`config.mk`:
```
export PLATFORM = sky130hd
export DESIGN_NAME = sram_rw0_arbiter
export DESIGN_NICKNAME = d
export VERILOG_FILES = /design/src/rtl/sram_rw0_arbiter.sv
export SDC_FILE = /design/constraint.sdc
export NUM_CORES = 1
export LEC_CHECK = 0
export ABC_AREA = 0
export CORE_ASPECT_RATIO = 0.9
export CORE_MARGIN = 3
export CORE_UTILIZATION = 33
export CTS_BUF_LIST = sky130_fd_sc_hd__clkbuf_16
export CTS_CLUSTER_SIZE = 24
export DETAILED_ROUTE_END_ITERATION = 12
export PLACE_DENSITY = 0.82
export RECOVER_POWER = 50
export SKIP_LAST_GASP = 1
export SYNTH_ARGS = -nofsm -noshare
export SYNTH_HDL_FRONTEND = slang
export SYNTH_SLANG_ARGS = --single-unit
export TNS_END_PERCENT = 20
```
`constraint.sdc`:
```
create_clock -name clk -period 1.4 [get_ports clk]
set_input_delay 0.21 -clock clk [delete_from_list [all_inputs] [get_ports clk]]
set_output_delay 0.21 -clock clk [all_outputs]
set_load 0.005 [all_outputs]
```
`src/rtl/sram_rw0_arbiter.sv`:
```
// rw0 port arbiter for the packet-buffer SRAM: zero-fills the array after reset,
// then round-robins requesters A and B onto the macro with a 2-stage read tag pipe.
module sram_rw0_arbiter #(
  parameter int BITS       = 32,
  parameter int WORD_DEPTH = 384,
  parameter int ADDR_WIDTH = 9,
  parameter int NUM_WMASK  = 4
) (
  input  logic                  clk,
  input  logic                  rst,
  input  logic                  a_valid,
  output logic                  a_ready,
  input  logic                  a_we,
  input  logic [ADDR_WIDTH-1:0] a_addr,
  input  logic [BITS-1:0]       a_wdata,
  input  logic [NUM_WMASK-1:0]  a_wmask,
  output logic                  a_rvalid,
  output logic [BITS-1:0]       a_rdata,
  output logic                  a_err,
  input  logic                  b_valid,
  output logic                  b_ready,
  input  logic                  b_we,
  input  logic [ADDR_WIDTH-1:0] b_addr,
  input  logic [BITS-1:0]       b_wdata,
  input  logic [NUM_WMASK-1:0]  b_wmask,
  output logic                  b_rvalid,
  output logic [BITS-1:0]       b_rdata,
  output logic                  b_err,
  output logic                  init_done,
  output logic                  rw0_ce_in,
  output logic                  rw0_we_in,
  output logic [ADDR_WIDTH-1:0] rw0_addr_in,
  output logic [BITS-1:0]       rw0_wd_in,
  output logic [NUM_WMASK-1:0]  rw0_wmask_in,
  input  logic [BITS-1:0]       rw0_rd_out
);

  localparam logic [0:0] S_INIT = 1'b0;
  localparam logic [0:0] S_RUN  = 1'b1;
  localparam int STAGES = 2;
  localparam logic [ADDR_WIDTH-1:0] LAST = ADDR_WIDTH'(WORD_DEPTH - 1);

  typedef struct packed {
    logic b_side;
    logic rd;
    logic legal;
  } tag_t;

  logic [0:0]            state;
  logic [ADDR_WIDTH-1:0] init_addr;
  logic                  ptr_b;
  logic                  grant_a, grant_b, acc, legal;
  logic                  req_we;
  logic [ADDR_WIDTH-1:0] req_addr;
  logic [BITS-1:0]       req_wdata;
  logic [NUM_WMASK-1:0]  req_wmask;
  tag_t                  cur_tag, resp;
  logic [STAGES:1]       vld_pipe;
  tag_t                  tag_pipe [STAGES:1];
  logic                  resp_vld;

  // Single requester always wins; on contention the pointer side wins.
  assign grant_a = a_valid & (~b_valid | ~ptr_b);
  assign grant_b = b_valid & (~a_valid |  ptr_b);
  assign a_ready = init_done & grant_a;
  assign b_ready = init_done & grant_b;
  assign acc     = a_ready | b_ready;

  assign req_we    = a_ready ? a_we    : b_we;
  assign req_addr  = a_ready ? a_addr  : b_addr;
  assign req_wdata = a_ready ? a_wdata : b_wdata;
  assign req_wmask = a_ready ? a_wmask : b_wmask;
  assign legal     = (req_addr <= LAST);

  assign cur_tag = '{b_side: b_ready, rd: ~req_we, legal: legal};

  always_ff @(posedge clk) begin
    if (rst) begin
      state        <= S_INIT;
      init_addr    <= '0;
      init_done    <= 1'b0;
      ptr_b        <= 1'b0;
      rw0_ce_in    <= 1'b0;
      rw0_we_in    <= 1'b0;
      rw0_addr_in  <= '0;
      rw0_wd_in    <= '0;
      rw0_wmask_in <= '0;
      vld_pipe     <= '0;
      for (int s = 1; s <= STAGES; s++) tag_pipe[s] <= '0;
    end else begin
      vld_pipe[1] <= acc;
      tag_pipe[1] <= cur_tag;
      for (int s = 2; s <= STAGES; s++) begin
        vld_pipe[s] <= vld_pipe[s-1];
        tag_pipe[s] <= tag_pipe[s-1];
      end
      // Lags RUN by one cycle so init_done rises after the last fill command.
      init_done <= init_done | (state == S_RUN);
      case (state)
        S_INIT: begin
          rw0_ce_in    <= 1'b1;
          rw0_we_in    <= 1'b1;
          rw0_addr_in  <= init_addr;
          rw0_wd_in    <= '0;
          rw0_wmask_in <= '1;
          init_addr    <= init_addr + 1'b1;
          if (init_addr == LAST) state <= S_RUN;
        end
        default: begin
          if (acc) ptr_b <= a_ready;
          // Idle and out-of-range cycles drive all-zero so the macro never sees X.
          if (acc && legal) begin
            rw0_ce_in    <= 1'b1;
            rw0_we_in    <= req_we;
            rw0_addr_in  <= req_addr;
            rw0_wd_in    <= req_wdata;
            rw0_wmask_in <= req_wmask;
          end else begin
            rw0_ce_in    <= 1'b0;
            rw0_we_in    <= 1'b0;
            rw0_addr_in  <= '0;
            rw0_wd_in    <= '0;
            rw0_wmask_in <= '0;
          end
        end
      endcase
    end
  end

  assign resp_vld = vld_pipe[STAGES];
  assign resp     = tag_pipe[STAGES];

  assign a_rvalid = resp_vld & ~resp.b_side & resp.rd;
  assign a_err    = resp_vld & ~resp.b_side & ~resp.legal;
  assign a_rdata  = (a_rvalid & resp.legal) ? rw0_rd_out : '0;
  assign b_rvalid = resp_vld &  resp.b_side & resp.rd;
  assign b_err    = resp_vld &  resp.b_side & ~resp.legal;
  assign b_rdata  = (b_rvalid & resp.legal) ? rw0_rd_out : '0;

endmodule

```
==> run_results.csv <==
group,metric,value,unit
timing,final.setup.worst_slack,-0.349,ns
clock_tree,cts_tree,"done",
routing,first_iter_violations,114,
setup_path,worstPathRequired,1.19,ns
setup_path,worst_setup_path_start_kind,"flop",
timing,setup_total_negative_slack,-21.84,ns
cells_and_area,layout-drive-gt1-share,27.9,%
synthesis,dominant_combinational_cell_family_by_area_after_synthesis,"simple AND/OR/NAND/NOR gates",
timing,clock-skew-final,0.00860,ns
status,violations_in_the_final_reports,"negative setup slack",
synthesis,synth_edf_count,0,
pwr,total_power,5010,µW
routing,dr.pass1.iters,4,
clock_tree,cts-root-buf,"sky130_fd_sc_hd__clkbuf_16",
synthesis,ys_dominant_reg_cell,"sky130_fd_sc_hd__dfxtp_1",
synthesis,synth_nets,493,
timing,final.period_utilization,125,%
cells_and_area,final_core_utilization,73.6,%
cells_and_area,area_added_between_synthesis_and_finish,114,%
clock_tree,path_clk_slew,0.05,ns
clock_tree,clkLatencyLatePin,0.32,ns
timing,max_clock_freq,572,MHz
synthesis,synth_xor_area_share,1.75,%
pwr,internal_power,4040,µW
routing,drc_errors,0,
floorplan,total_die_area,10300,µm²
place,placed_cell_area,5740,µm²
clock_tree,clockBufferDepth,2,
timing,final-max-slew-violation-count,0,
floorplan,floorplan.io_pins,246,
pwr,vdd_ir_drop_max,663,µV
routing,route.final.wire_length,13400,µm
routing,routedWlPerCell,17.0,µm
pwr,comb_power_share,10.7,%
global_route,initial_antenna_violation_count,0,
setup_path,critical_path_class,"flop to output pin",
synthesis,synth-adder-area-share,0.417,%
cells_and_area,nets,790,
routing,routed_via_density,4.62,
timing,worst_pin_slew,0.427,ns
pwr,seq_power_share,39.0,%
routing,ant_nets,0,
setup_path,critical_path.cell_chain,"nand2b_4, nor2_4, buf_6, buf_4, and2_1, clkdlybuf4s15_1",
global_route,pin_count_of_the_biggest_net_entering_global_routing,39,
cells_and_area,final-instance-count-excl-fill,785,
floorplan,initial_core_util,34.4,%
pwr,clock_power_share,50.3,%
global_route,first_global_vias,3620,
synthesis,synth.top_cells.by_area,"sky130_fd_sc_hd__dfxtp_1, sky130_fd_sc_hd__and2_1, sky130_fd_sc_hd__nand2_1",
cells_and_area,n_antenna_cell,0,
status,run_status,"finished with violations",
place,routability_cong,0.835,
pwr,switching_part_of_the_total,19.3,%
synthesis,synth.avg_cell_area,8.25,µm²
job,max_cap_viol_count,0,
floorplan,die_x,107,µm
clock_tree,cts.sinks,67,
pwr,cellPowerDensity,780,nW/µm²
setup_path,cp_max_fo,5,
setup_path,critical_path.slowest_cell,"sky130_fd_sc_hd__dfxtp_2",
cells_and_area,layout_common_cells,"sky130_fd_sc_hd__clkdlybuf4s50_1, sky130_fd_sc_hd__nand2_1, sky130_fd_sc_hd__dfxtp_1",
synthesis,syn_inst,364,
cells_and_area,post_route_standard_cell_area_excluding_fillers,6420,µm²
synthesis,yosys-mux-area-fraction,3.83,%
timing,slew_headroom,71.5,%
cells_and_area,layout.cells.most_common,"sky130_fd_sc_hd__clkdlybuf4s50_1",
synthesis,async_reset_ff_share,0,%
synthesis,post-synth-top-area-fraction,44.7,%
setup_path,setup.worst_path.end_class,"output pin",
synthesis,synthSimpleGateAreaFrac,32.9,%
global_route,grt_pass1_wl,19100,µm
global_route,grtUsageTotal,24.1,%
timing,rsz_0062_raised_after_global_routing,"true",
place,placed_instances,739,
floorplan,die_height,96.5,µm
place,place_hpwl,9830,µm
clock_tree,cts_buffers,9,
pwr,p_sw,969,µW
timing,final-hold-violation-count,0,
floorplan,placementRows,32,
synthesis,synth_compound_gate_area_share,11.5,%
worst_hold_path,min_path_type,"flop to flop",
synthesis,synth.distinct_cells,37,
global_route,gr-total-overflow,0,
routing,vias,3629,
synthesis,synthDominantAreaCellType,"sky130_fd_sc_hd__dfxtp_1",
synthesis,yosysSeqAreaShare,44.7,%
setup_path,slowest_delay,0.33,ns
timing,final-setup-viol-count,112,
floorplan,core,8730,µm²
synthesis,yosys_warnings,0,
synthesis,synth_area,3000,µm²
pwr,power.static_leakage,0.00284,µW
synthesis,yosys_register_bits,67,
place,place.port_buffers,245,
setup_path,critPathArrivalTime,1.54,ns
clock_tree,ctsHtreeMaxLevel,3,
clock_tree,holdBufCountCts,0,
timing,crit_path_time_final,1.75,ns
## kinds of logic (layout without fill, tap and decap cells)
group / after synthesis / count (layout)
AOI/OAI and AO/OA: 55 / 55
xor gates and xnor gates: 6 / 6
adders and majority gates: 1 / 1
buffers and inverters: 28 / 330
DFF: 67 / 67
muxes: 11 / 11
and+or+nand+nor: 196 / 196
## stage by stage
| step | setup slack, ns | hold slack [ns] |
|---|---|---|
| CTS | -0.357 | 0.422 |
| detailed placement | -0.408 | 0.420 |
| finish | -0.349 | 0.430 |
| floorplan | 0.0901 | 0.343 |
| global placement | -0.375 | 0.433 |
| global route | -0.415 | 0.432 |
## what timing repair did
item | 4_1_cts | 5_1_grt
buffers inserted | 26 | 0
setup endpoints to repair | 102 | 122
gates resized for setup | 233 | 92
gates cloned | 4 | 0
pin swaps | 15 | 14
## layer usage
| metal | global-route usage (%) | wire length (µm) | vias up |
|---|---|---|---|
| li1 | - | - | 1768 |
| met3 | 5.78 | 722 | 29 |
| met4 | 9.80 | 376 | 0 |
| met2 | 49.8 | 7610 | 129 |
| met1 | 22.8 | 4650 | 1703 |
| met5 | 0 | 0 | - |
## synthesized netlist by cell type (2+ instances only)
| cell type | count |
|---|---|
| sky130_fd_sc_hd__nand2_1 | 88 |
| sky130_fd_sc_hd__dfxtp_1 | 67 |
| sky130_fd_sc_hd__and2_1 | 64 |
| sky130_fd_sc_hd__a21oi_1 | 26 |
| sky130_fd_sc_hd__nor2_1 | 20 |
| sky130_fd_sc_hd__a21oi_2 | 10 |
| sky130_fd_sc_hd__mux2i_1 | 10 |
| sky130_fd_sc_hd__buf_2 | 9 |
| sky130_fd_sc_hd__clkbuf_1 | 9 |
| sky130_fd_sc_hd__o21ai_0 | 8 |
| sky130_fd_sc_hd__nor2b_1 | 7 |
| sky130_fd_sc_hd__a31oi_1 | 6 |
| sky130_fd_sc_hd__inv_1 | 5 |
| sky130_fd_sc_hd__xor2_1 | 4 |
| sky130_fd_sc_hd__buf_6 | 3 |
| sky130_fd_sc_hd__nand4_1 | 3 |
| sky130_fd_sc_hd__and3b_1 | 2 |
| sky130_fd_sc_hd__nand2b_1 | 2 |
| sky130_fd_sc_hd__or3_1 | 2 |
| sky130_fd_sc_hd__xnor2_1 | 2 |
## worst paths after layout
path | end | depth (start not counted) | slack [ns] | startpoint
setup / recovery | a_rdata[23] | 6 | -0.35 | tag_pipe[2][2]
hold / removal | tag_pipe[2][0] | 1 | 0.43 | tag_pipe[1][0]
setup reg to reg | rw0_addr_in[1] | 5 | -0.04 | state
hold reg to reg | tag_pipe[2][0] | 1 | 0.43 | tag_pipe[1][0]
## area by class of cell
type | instances | area, µm²
timing repair buffer | 308 | 2930
fill | 614 | 2310
multi-input combinational | 269 | 1640
sequential | 67 | 1350
clock buffer | 9 | 225
tap | 119 | 149
clock inverter | 7 | 108
inverter | 6 | 25.0
## worst max-delay path: cells and delay by family (launching register included)
kind | cells | cell delay [ns]
buffers and inverters | 3 | 0.44
and+or+nand+nor | 3 | 0.46
DFF | 1 | 0.33
## state kept, by name, summed over array words and instances (netlist names)
register      count
rw0_wd_in        32
rw0_addr_in       9
tag_pipe          6
init_addr         9
init_done         1
rw0_we_in         1
rw0_ce_in         1
rw0_wmask_in      4
vld_pipe          2
ptr_b             1
state             1
## power groups by stage
stage | sequential (µW) | clock, µW | combinational [µW]
finish | 1950 | 2520 | 535
global route | 1960 | 2640 | 570
CTS | 1960 | 2560 | 534
detailed placement | 2000 | 0 | 528
global placement | 1990 | 0 | 517
floorplan | 1990 | 0 | 81.3
Note: power is estimated with default switching activity, not from simulation.
